## src/rtl/darkbus_pkg.sv

```systemverilog
// ----------------------------------------------------------------------------
// darkbus_pkg: shared states, default widths and round-robin index helper. Rev 1.0
// ----------------------------------------------------------------------------
`default_nettype none

package darkbus_pkg;

  typedef enum logic [0:0] {
    IDLE = 1'b0,
    BUSY = 1'b1
  } state_t;

  localparam int DEF_N_PROV  = 2;
  localparam int DEF_ADDR_W  = 32;
  localparam int DEF_DATA_W  = 32;
  localparam int DEF_TIMEOUT = 255;

  function automatic int rr_idx(input int last, input int off, input int n);
    return (last + off) % n;
  endfunction

endpackage

`default_nettype wire

```

## src/rtl/darkbus_rr_pick.sv

```systemverilog
// ----------------------------------------------------------------------------
// darkbus_rr_pick: combinational round-robin picker starting after last. Rev 1.0
// ----------------------------------------------------------------------------
`default_nettype none

module darkbus_rr_pick import darkbus_pkg::*; #(
  parameter int N  = DEF_N_PROV,
  parameter int IW = $clog2(DEF_N_PROV)
) (
  input  logic [N-1:0]  req,
  input  logic [IW-1:0] last,
  output logic [IW-1:0] winner,
  output logic          valid
);

  logic [IW-1:0] cand;

  // Walk offsets from farthest to nearest so the nearest requester after
  // 'last' is written last and therefore wins.
  always_comb begin
    winner = '0;
    valid  = 1'b0;
    cand   = '0;
    for (int k = N; k >= 1; k--) begin
      cand = IW'(rr_idx(int'(last), k, N));
      if (req[cand]) begin
        winner = cand;
        valid  = 1'b1;
      end
    end
  end

endmodule

`default_nettype wire

```

## src/rtl/darkbus_arbiter.sv

```systemverilog
// ----------------------------------------------------------------------------
// darkbus_arbiter: N-provider to 1-consumer round-robin darkbus arbiter. Rev 1.0
// Optional: define DARKBUS_TIMEOUT_EN for an ack timeout with error response.
// ----------------------------------------------------------------------------
`default_nettype none

module darkbus_arbiter import darkbus_pkg::*; #(
  parameter int N_PROV  = DEF_N_PROV,
  parameter int ADDR_W  = DEF_ADDR_W,
  parameter int DATA_W  = DEF_DATA_W,
  parameter int TIMEOUT = DEF_TIMEOUT
) (
  input  logic                           clk,
  input  logic                           resn,
  input  logic [N_PROV-1:0]              p_en,
  input  logic [N_PROV-1:0]              p_re,
  input  logic [N_PROV-1:0]              p_we,
  input  logic [N_PROV*(DATA_W/8)-1:0]   p_be,
  input  logic [N_PROV*ADDR_W-1:0]       p_addr,
  input  logic [N_PROV*DATA_W-1:0]       p_wdata,
  output logic [DATA_W-1:0]              p_rdata,
  output logic [N_PROV-1:0]              p_rack,
  output logic [N_PROV-1:0]              p_wack,
  output logic [N_PROV-1:0]              p_err,
  output logic                           c_en,
  output logic                           c_re,
  output logic                           c_we,
  output logic [DATA_W/8-1:0]            c_be,
  output logic [ADDR_W-1:0]              c_addr,
  output logic [DATA_W-1:0]              c_wdata,
  input  logic [DATA_W-1:0]              c_rdata,
  input  logic                           c_rack,
  input  logic                           c_wack,
  output logic [$clog2(N_PROV)-1:0]      gnt
);

  localparam int BW = DATA_W / 8;
  localparam int IW = $clog2(N_PROV);

  state_t        state, state_nx;
  logic [IW-1:0] last, gnt_nx, last_nx, pick;
  logic          pick_vld;
  logic          sel_en, ack, timeout_hit;

  logic [BW-1:0]     be_arr    [N_PROV];
  logic [ADDR_W-1:0] addr_arr  [N_PROV];
  logic [DATA_W-1:0] wdata_arr [N_PROV];

  generate
    for (genvar i = 0; i < N_PROV; i++) begin : g_unpack
      assign be_arr[i]    = p_be[i*BW +: BW];
      assign addr_arr[i]  = p_addr[i*ADDR_W +: ADDR_W];
      assign wdata_arr[i] = p_wdata[i*DATA_W +: DATA_W];
    end
  endgenerate

  darkbus_rr_pick #(
    .N  (N_PROV),
    .IW (IW)
  ) u_pick (
    .req    (p_en),
    .last   (last),
    .winner (pick),
    .valid  (pick_vld)
  );

  assign sel_en  = (state == BUSY) && p_en[gnt];
  assign ack     = c_rack | c_wack;
  assign p_rdata = c_rdata;

`ifdef DARKBUS_TIMEOUT_EN
  localparam int CW = $clog2(TIMEOUT + 1);
  logic [CW-1:0] to_cnt;

  always_ff @(posedge clk or negedge resn) begin
    if (!resn) begin
      to_cnt <= '0;
    end else if (state == IDLE) begin
      to_cnt <= '0;
    end else if (!ack) begin
      to_cnt <= to_cnt + CW'(1);
    end
  end

  // A consumer ack on the expiry cycle takes precedence over the error.
  assign timeout_hit = sel_en && !ack && (to_cnt == CW'(TIMEOUT - 1));
`else
  logic unused_timeout;
  assign unused_timeout = (TIMEOUT != 0);
  assign timeout_hit    = 1'b0;
`endif

  always_ff @(posedge clk or negedge resn) begin
    if (!resn) begin
      state <= IDLE;
      gnt   <= '0;
      last  <= IW'(N_PROV - 1);
    end else begin
      state <= state_nx;
      gnt   <= gnt_nx;
      last  <= last_nx;
    end
  end

  always_comb begin
    state_nx = state;
    gnt_nx   = gnt;
    last_nx  = last;
    case (state)
      IDLE: begin
        if (pick_vld) begin
          state_nx = BUSY;
          gnt_nx   = pick;
          last_nx  = pick;
        end
      end
      BUSY: begin
        if (!p_en[gnt] || ack || timeout_hit) state_nx = IDLE;
      end
      default: state_nx = IDLE;
    endcase
  end

  always_comb begin
    c_en    = 1'b0;
    c_re    = 1'b0;
    c_we    = 1'b0;
    c_be    = '0;
    c_addr  = '0;
    c_wdata = '0;
    p_rack  = '0;
    p_wack  = '0;
    p_err   = '0;
    if (state == BUSY) begin
      c_be    = be_arr[gnt];
      c_addr  = addr_arr[gnt];
      c_wdata = wdata_arr[gnt];
      if (sel_en && !timeout_hit) begin
        c_en = 1'b1;
        c_re = p_re[gnt];
        c_we = p_we[gnt];
      end
      // An aborted provider gets no ack even if the consumer answers late.
      if (sel_en) begin
        p_rack[gnt] = c_rack | (timeout_hit & p_re[gnt]);
        p_wack[gnt] = c_wack | (timeout_hit & p_we[gnt]);
        p_err[gnt]  = timeout_hit;
      end
    end
  end

endmodule

`default_nettype wire

```

## config.mk

```make
export PLATFORM = sky130hd
export DESIGN_NAME = darkbus_arbiter
export DESIGN_NICKNAME = d
export VERILOG_FILES = /design/src/rtl/darkbus_pkg.sv /design/src/rtl/darkbus_rr_pick.sv /design/src/rtl/darkbus_arbiter.sv
export SDC_FILE = /design/constraint.sdc
export NUM_CORES = 1
export LEC_CHECK = 0
export CELL_PAD_IN_SITES_DETAIL_PLACEMENT = 0
export CELL_PAD_IN_SITES_GLOBAL_PLACEMENT = 1
export CORE_MARGIN = 4
export CORE_UTILIZATION = 12
export CTS_CLUSTER_SIZE = 25
export DETAILED_ROUTE_END_ITERATION = 12
export HOLD_SLACK_MARGIN = 0.02
export PLACE_DENSITY_LB_ADDON = 0.05
export SLEW_MARGIN = 20
export SYNTH_ARGS = -nofsm -noshare
export SYNTH_HDL_FRONTEND = slang
export SYNTH_SLANG_ARGS = --single-unit
```

## constraint.sdc

```tcl
create_clock -name clk -period 1.8 [get_ports clk]
set_input_delay 0.36 -clock clk [delete_from_list [all_inputs] [get_ports clk]]
set_output_delay 0.36 -clock clk [all_outputs]
set_load 0.02 [all_outputs]
```

# Word level (Yosys, flattened, before mapping)
# Index checks and enable logic that the tools add are counted.
[word_totals]
regBits = 3
out_inout_bits = 110
[classes]
add_sub_neg = 2
magnitude_cmp = 5
n_mux = 41
bitwise_logic = 5
n_reduce_logical = 5
[ops]
columns = ["operator", "count"]
rows = [
  ["2-to-1 mux 32 bit", 8],
  ["2-to-1 mux 1 bit", 23],
  ["2-to-1 mux 4 bit", 4],
  ["2-to-1 mux 2 bit", 4],
  ["< comparator 1 x 2 -> 1 bit, second input constant", 3],
  ["bitwise AND 2 bit", 2],
  ["adder 1 bit, second input constant", 2],
  [">= comparator 2 bit, second input constant", 1],
  ["logical AND 1 bit", 2],
  ["NOT 1 -> 2 bit", 1],
  ["case mux 1 bit (2 select lines)", 1],
  ["AND reduction 2 bit", 1],
  ["demux 1 bit (select 1 bit)", 1],
  [">= comparator 1 bit, second input constant", 1],
  ["zero test 1 bit", 1],
  ["logical OR 1 bit", 1],
  ["NOT 1 bit", 1],
  ["OR 1 bit", 1],
]

# Depth between registers and ports, before layout
# Gate-level depths: netlist (run 1).
[logic_depth]
depth_word = 7
ltp_mapped = 5
mapped_depth_nobuf = 2

# Cells and area by module
# From an unflattened synthesis (run 1), not the netlist that was laid out.
[unflattened]
cells_unflattened = 211
area_unflattened_um2 = 1632.8
[modules_own_cells]
columns = ["module", "instances", "cells_each", "area_per_inst_um2"]
rows = [
  ["darkbus_arbiter", 1, 209, 1619.1],
  ["darkbus_rr_pick", 1, 2, 13.8],
]

# Worst setup path before layout (run 1)
# OpenSTA, ideal clock, no wires.
[synth_path]
path_type = "register -> output"
from = "reg gnt"
to = "out c_re"
arrival_time_ns = 1.308
path_slack_ns = 0.132
stages_incl_launch_ff = 6
path_cell_list = "dfrtp_1 buf_4 buf_6 buf_6 nand3_1 a21oi_1"
[synth_between]
elab_chain_len = 5
elab_cells_between_ends = 7
[synth_lines]
columns = ["item", "line_no", "text"]
rows = [
  ["start: declaration", "darkbus_arbiter.sv:34", "output logic [$clog2(N_PROV)-1:0] gnt"],
  ["start signal: assignment", "darkbus_arbiter.sv:100", "gnt <= gnt_nx;"],
  ["2-to-1 mux 1 bit (not written as such) (2 in a row)", "darkbus_arbiter.sv:67", "assign sel_en = (state == BUSY) && p_en[gnt];"],
  ["logical AND 1 bit", "darkbus_arbiter.sv:67", ""],
  ["2-to-1 mux 1 bit (*)", "darkbus_arbiter.sv:138", "if (sel_en && !timeout_hit) begin"],
  ["2-to-1 mux 1 bit (*)", "darkbus_arbiter.sv:134", "if (state == BUSY) begin"],
  ["end: declaration", "darkbus_arbiter.sv:26", "output logic c_re,"],
]
# Mark *: on every way between the ends. The rest lies on a longest branch, timed or not. The select of a mux whose other input is x is not followed.

# Worst setup path after layout (run 1)
[layout_path]
from = "reg gnt"
to = "out c_addr[0]"
[layout_between]
elab_chain_len = 5
[layout_lines]
columns = ["item", "line_no", "text"]
rows = [
  ["NOT 1 -> 2 bit (not written as such)", "darkbus_arbiter.sv:136", "c_addr = addr_arr[gnt];"],
  ["2-to-1 mux 32 bit (not written as such) (3 in a row)", "darkbus_arbiter.sv:136", ""],
  ["2-to-1 mux 32 bit", "darkbus_arbiter.sv:134", ""],
  ["end: declaration", "darkbus_arbiter.sv:29", "output logic [ADDR_W-1:0] c_addr,"],
]
# Every way passes these cells. The select of a mux whose other input is x is not followed.

==> key figures, run 1 <==
Run status
  – Status: finished, violations left
  – Failing checks: negative setup slack

Drt
  – Via count: 2164
  – First-pass iteration count of the detailed router: 4
  – ANT nets after route: 0
  – Vias per std cell: 3.693
  – Mean routed wirelength per cell: 14.55 um
  – Detailed-route DRC error count: 0
  – Drt first-iter violations: 53
  – WL final: 8524 um

Placed design
  – Post-DP HPWL: 6776 um
  – Standard cell area after detailed placement: 3736 um2
  – Number of buffers inserted by port buffering: 221
  – Global placer's final weighted congestion: 0.6503

STA
  – Setup TNS: -0.04574 ns
  – Final worst slack: -0.01770 ns
  – Count of pins over their slew limit: 0
  – Achievable clock frequency: 0.5501 GHz
  – Endpoints failing hold: 0
  – Setup violations, final: 6
  – Worst-case clock skew: 0.0009514 ns
  – Time the worst path needs with I/O delays and setup: 1.818 ns
  – Unrepaired setup endpoints after global routing: yes
  – Crit share post-route: 101.0%

Global routing
  – Largest net degree at the start of global routing: 38
  – Global routing usage summed across all routing layers: 9.885%
  – Antenna violations before repair: 0
  – GRT Residual Overflow: 0
  – Wire length of the first global-routing pass: 11650 um
  – Vias in the first global route: 2187

Flow run
  – Max-cap violations: 0

Synthesis
  – Number of different library cells in the post-synthesis netlist: 19
  – Mapped Area: 1535 um2
  – Sequential fraction of the synthesis area: 4.971%
  – Avg Synthesized Cell Area: 7.174 um2
  – Synthesized flop and latch total: 3
  – Number of instances in the synthesized netlist: 214
  – Warnings, synthesis: 0

Clocking
  – Clock Path Buffers: 2
  – Clock tree from TritonCTS: done
  – Post-CTS Hold Fix Bufs: 0
  – H-Tree Level Count: 1
  – CTS Root Buffer Type: sky130_fd_sc_hd__clkbuf_16
  – Number of clock sinks: 3
  – Clock Latency Late Sink: 0.22 ns
  – Clock transition at the register clock pins on the worst setup and hold paths after CTS: 0.03 ns
  – Number of CTS-inserted buffers: 3

Die
  – Core Footprint: 12570 um2
  – Width of the die: 121.1 um
  – I/O Pins: 288
  – Count of standard-cell rows: 41
  – Effective utilization at floorplan: 12.22%
  – Die area: 14670 um2
  – Y dimension of the die: 121.1 um

Final layout
  – Number of inserted filler cells in the final layout: 1413
  – Final standard cell area without fillers: 3665 um2
  – Ant. Diodes: 0
  – Syn-to-layout area delta: 138.7%
  – Number of nets at the end of the flow: 593
  – Ratio of cells with drive above 1 in the final layout: 25.85%

Worst setup path
  – Category of the worst setup path capture point: output port
  – Critical path class: reg2out
  – Required time worst endpoint: 1.44 ns
  – Arrival time worst endpoint: 1.46 ns
  – Maximum fanout count along the critical path: 16
  – Crit path launch type: flip-flop
  – Number of cells on the worst reg-to-reg path: 3

Power
  – Total leakage power: 1.768 nW
  – Power density over the cells: 898.6 nW/um2
  – Worst supply voltage drop on vdd: 319.8 uV

Min path
  – Hold Crit Class: in2async
-- final cells by class --
| cell class | instances | area [um2] | share of cell area, % |
|---|---|---|---|
| Sequential cell | 3 | 80.08 | 2.185 |
| Multi-Input combinational cell | 161 | 1096 | 29.91 |
| Tap cell | 172 | 215.2 | 5.872 |
| Inverter | 1 | 3.754 | 0.1024 |
| Clock buffer | 4 | 78.83 | 2.151 |
| Timing Repair Buffer | 245 | 2191 | 59.78 |
-- state kept, by name, summed over array words and instances, names as in the netlist --
name / cells
gnt: 1
last: 1
state: 1
-- Yosys cell counts --
| cell | n | area (um2) |
|---|---|---|
| sky130_fd_sc_hd__buf_8 | 3 | 45.04 |
| sky130_fd_sc_hd__a21oi_1 | 2 | 10.01 |
| sky130_fd_sc_hd__mux2i_1 | 69 | 690.7 |
| sky130_fd_sc_hd__clkbuf_1 | 7 | 26.28 |
| sky130_fd_sc_hd__o32ai_2 | 1 | 16.27 |
| sky130_fd_sc_hd__conb_1 | 1 | 3.750 |
| sky130_fd_sc_hd__nand2b_1 | 2 | 12.51 |
| sky130_fd_sc_hd__nor2_1 | 74 | 277.8 |
| sky130_fd_sc_hd__dfstp_2 | 1 | 26.28 |
| sky130_fd_sc_hd__nand3_1 | 2 | 10.01 |
| sky130_fd_sc_hd__inv_2 | 1 | 3.750 |
| sky130_fd_sc_hd__buf_6 | 2 | 22.52 |
| sky130_fd_sc_hd__nand3b_1 | 2 | 15.01 |
| sky130_fd_sc_hd__nor3b_1 | 1 | 7.510 |
| sky130_fd_sc_hd__a32o_1 | 1 | 10.01 |
| sky130_fd_sc_hd__nand2_1 | 4 | 15.01 |
| sky130_fd_sc_hd__dfrtp_1 | 2 | 50.05 |
| sky130_fd_sc_hd__a21o_1 | 1 | 7.510 |
| sky130_fd_sc_hd__buf_4 | 38 | 285.3 |
-- worst max-delay path, stage by stage (launching register included) --
cell	delay, ns
sky130_fd_sc_hd__dfrtp_4	0.54
sky130_fd_sc_hd__buf_12	0.18
sky130_fd_sc_hd__buf_6	0.12
sky130_fd_sc_hd__mux2i_1	0.16
sky130_fd_sc_hd__nor2_1	0.07
sky130_fd_sc_hd__buf_4	0.16
-- placed cells by master (no fill, tap or decap), types with 2 or more instances in the layout --
master | netlist | routed
sky130_fd_sc_hd__clkdlybuf4s50_1 | 0 | 143
sky130_fd_sc_hd__nor2_1 | 74 | 74
sky130_fd_sc_hd__mux2i_1 | 69 | 68
sky130_fd_sc_hd__buf_4 | 38 | 44
sky130_fd_sc_hd__buf_2 | 0 | 42
sky130_fd_sc_hd__buf_12 | 0 | 5
sky130_fd_sc_hd__nand2_1 | 4 | 4
sky130_fd_sc_hd__clkbuf_16 | 0 | 4
sky130_fd_sc_hd__dlygate4sd2_1 | 0 | 4
sky130_fd_sc_hd__buf_6 | 2 | 3
sky130_fd_sc_hd__nand2b_1 | 2 | 2
sky130_fd_sc_hd__nand3_1 | 2 | 2
sky130_fd_sc_hd__nand3b_1 | 2 | 2
sky130_fd_sc_hd__conb_1 | 1 | 2
sky130_fd_sc_hd__clkbuf_2 | 0 | 2
-- kinds of logic (layout without fill, tap and decap cells) --
family,after synthesis,count (layout),share of synthesized area [%]
other cells,1,2,0.2443
compound gates,5,5,2.853
flops,3,3,4.972
buf+inv,51,250,24.94
simple gates,85,85,22.00
mux,69,69,44.99
-- final timing paths --
path	to	start	slack, ns
worst max register to register	state	gnt	0.58
worst min register to register	last	last	0.52
worst min-delay path	state	resn	0.32
worst max-delay path	c_addr[0]	gnt	-0.02
max in group asynchronous	last	resn	1.26
min in group clk	last	last	0.52
-- metrics by stage --
stage / setup slack (ns) / instances / util [%] / total power, mW / hold WS (ns)
2_1_floorplan: 0.1319 / 215 / - / 1.829 / 0.06441
3_3_place_gp: -0.4574 / 569 / 29.73 / 3.028 / 0.5176
3_5_place_dp: -0.4692 / 569 / 29.73 / 3.010 / 0.5122
4_1_cts: -0.1302 / 575 / 28.52 / 3.114 / 0.3261
5_1_grt: -0.07472 / 586 / 29.16 / 3.533 / 0.3321
6_report: -0.01770 / 586 / 29.16 / 3.293 / 0.3217
-- power breakdown --
group	switching [mW]	leakage [nW]	internal, mW
registers	0.0480	0.0330	0.107
clock network	0.0594	0.0382	0.292
logic	1.38	1.70	1.41
total	1.49	1.77	1.80
-- what timing repair did --
action | 4_1_cts | 5_1_grt
cloned | 0 | 2
endpoints found under the setup margin | 76 | 54
gates resized for setup | 280 | 55
pin swaps | 0 | 1
setup buffers | 2 | 9
-- layer usage --
metal	track usage [%]	part of all wire, %	vias up
met5	0	0	-
met4	2.266	0.80	0
met3	3.263	11	10
met2	18.79	53	138
met1	10.45	36	941
li1	-	-	1075
Power figures use the tool's default switching activity.
==> inputs of run 2 (changes only) <==
--- a/config.mk
+++ b/config.mk
@@ -13,6 +13,7 @@
 export DETAILED_ROUTE_END_ITERATION = 12
 export HOLD_SLACK_MARGIN = 0.02
 export PLACE_DENSITY_LB_ADDON = 0.05
+export SKIP_LAST_GASP = 1
 export SLEW_MARGIN = 20
 export SYNTH_ARGS = -nofsm -noshare
 export SYNTH_HDL_FRONTEND = slang
==> run 2 against run 1 <==
The run still ends with negative setup slack left. Critical path type unchanged. Non-clock buffer count fell by 3. Global-route usage is essentially flat. Worst hold slack is essentially flat.
==> key figures, run 2 (synthesized netlist as in run 1, its figures left out) <==
Run status
  – Status: finished, violations left
  – Failing checks: negative setup slack

Drt
  – First-pass iteration count of the detailed router: 4
  – Drt first-iter violations: 63
  – Mean routed wirelength per cell: 15.26 um
  – Via count: 2175
  – WL final: 8898 um
  – Vias per std cell: 3.731
  – Detailed-route DRC error count: 0
  – ANT nets after route: 0

Worst setup path
  – Required time worst endpoint: 1.44 ns
  – Reg-to-reg startpoint: gnt
  – Number of cells on the worst reg-to-reg path: 4
  – Crit path launch type: flip-flop
  – Critical path class: reg2out
  – Critical path endpoint: c_addr[0]
  – Category of the worst setup path capture point: output port
  – Critical R2R Capture: state
  – Register-to-register path setup slack: 0.51 ns
  – Maximum fanout count along the critical path: 8
  – Arrival time worst endpoint: 1.52 ns
  – Launch point of the worst path: gnt

Final layout
  – Ant. Diodes: 0
  – Number of inserted filler cells in the final layout: 1404
  – Number of nets at the end of the flow: 590
  – Ratio of cells with drive above 1 in the final layout: 25.55%
  – Sequential cell area in the final layout: 80.08 um2
  – Syn-to-layout area delta: 143.0%
  – Fraction of the core area covered by cells at the end of the flow: 29.69%
  – Footprint of the multi-input gates: 1100 um2
  – Finished Layout Cells: 583
  – Biggest regs: gnt: 1 flops, last: 1 flops, state: 1 flops
  – Commonest non-fill, non-tap cell in the layout: sky130_fd_sc_hd__clkdlybuf4s50_1
  – Commonest cells after routing, fill and taps aside: 143 x sky130_fd_sc_hd__clkdlybuf4s50_1, 74 x sky130_fd_sc_hd__nor2_1, 67 x sky130_fd_sc_hd__mux2i_1, 40 x sky130_fd_sc_hd__buf_4, 31 x sky130_fd_sc_hd__buf_2

Placed design
  – Global placer's final weighted congestion: 0.6503
  – Post-DP HPWL: 6776 um
  – Cells after DPL: 569
  – Number of buffers inserted by port buffering: 221

Global routing
  – GRT Residual Overflow: 0
  – Vias in the first global route: 2189
  – Global routing usage summed across all routing layers: 9.864%
  – Wire length of the first global-routing pass: 11640 um
  – Antenna violations before repair: 0
  – Largest net degree at the start of global routing: 38

STA
  – Unrepaired setup endpoints after global routing: yes
  – Achievable clock frequency: 0.5326 GHz
  – Worst-case clock skew: 0.0009487 ns
  – Time the worst path needs with I/O delays and setup: 1.878 ns
  – Setup violations, final: 4
  – Count of pins over their slew limit: 0
  – Crit share post-route: 104.3%
  – Final worst slack: -0.07767 ns
  – Endpoints failing hold: 0

Flow run
  – Max-cap violations: 0

Die
  – Die area: 14670 um2
  – Width of the die: 121.1 um
  – Effective utilization at floorplan: 12.22%
  – Count of standard-cell rows: 41
  – Y dimension of the die: 121.1 um
  – Core Footprint: 12570 um2
  – I/O Pins: 288

Min path
  – Hold Crit Class: in2async

Clocking
  – H-Tree Level Count: 1
  – Clock Path Buffers: 2
  – Clock transition at the register clock pins on the worst setup and hold paths after CTS: 0.03 ns
  – Clock tree from TritonCTS: done
  – Number of clock sinks: 3
  – CTS Root Buffer Type: sky130_fd_sc_hd__clkbuf_16
  – Number of CTS-inserted buffers: 3
  – Clock Latency Late Sink: 0.22 ns

Power
  – Total leakage power: 1.778 nW
  – Power density over the cells: 924.3 nW/um2
  – Worst supply voltage drop on vdd: 342.3 uV
run 2: cell count changes in the layout (fill, tap and decap cells not counted), sizes merged:
cell / before / now
buf: 95 / 82
clkbuf: 7 / 16
clkdlybuf4s15: 0 / 1
run 2: routing by layer:
| layer | global-route usage, % | vias up | part of all wire [%] |
|---|---|---|---|
| met4 | 2.266 | 0 | 0.53 |
| met2 | 18.79 | 138 | 53 |
| met3 | 3.217 | 8 | 9.7 |
| met1 | 10.42 | 958 | 37 |
| li1 | - | 1071 | - |
| met5 | 0 | - | 0 |
run 2: how the worst min path moves through the flow:
stage	slack, ns	depth (start not counted)	startpoint	end
CTS	0.33	1	resn	state
global route	0.33	1	resn	gnt
floorplan	0.06	0	resn	gnt
detailed placement	0.51	1	last	last
finish	0.32	1	resn	state
global placement	0.52	1	last	last
run 2: where the power goes:
part / leakage, nW / total (mW) / switching [mW] / internal, mW
Combinational: 1.71 / 2.97 / 1.46 / 1.50
Sequential: 0.0330 / 0.131 / 0.0246 / 0.106
Clock: 0.0382 / 0.351 / 0.0592 / 0.292
run 2: cell type report:
| type | instances | share of cell area, % |
|---|---|---|
| Timing Repair Buffer | 242 | 60.40 |
| Clock buffer | 4 | 2.113 |
| Sequential cell | 3 | 2.146 |
| Multi-Input combinational cell | 161 | 29.48 |
| Tap cell | 172 | 5.768 |
| Inverter | 1 | 0.1006 |
run 2: stage by stage:
stage	setup slack, ns	TNS, ns	hold slack (ns)	power, mW	instance area [um2]
4_1_cts	-0.1547	-5.464	0.3261	3.168	3764
2_1_floorplan	0.1319	0	0.06441	1.829	1539
6_report	-0.07767	-0.1323	0.3219	3.449	3731
3_3_place_gp	-0.4574	-13.33	0.5176	3.028	3736
5_1_grt	-0.1150	-1.384	0.3321	3.689	3731
3_5_place_dp	-0.4692	-13.41	0.5122	3.010	3736
run 2: critical path, cell delays in order (launching register included):
cell and delay, ns:
sky130_fd_sc_hd__dfrtp_4 0.49, sky130_fd_sc_hd__buf_8 0.15, sky130_fd_sc_hd__buf_12 0.14, sky130_fd_sc_hd__buf_6 0.12, sky130_fd_sc_hd__mux2i_1 0.12, sky130_fd_sc_hd__nor2_1 0.12
sky130_fd_sc_hd__buf_4 0.15
run 2: what timing repair did:
item	in CTS	in global routing
resized for setup	145	190
hold buffers	0	0
setup buffers	2	2
pin swaps	0	5
setup endpoints to repair	76	69
gates cloned	0	6
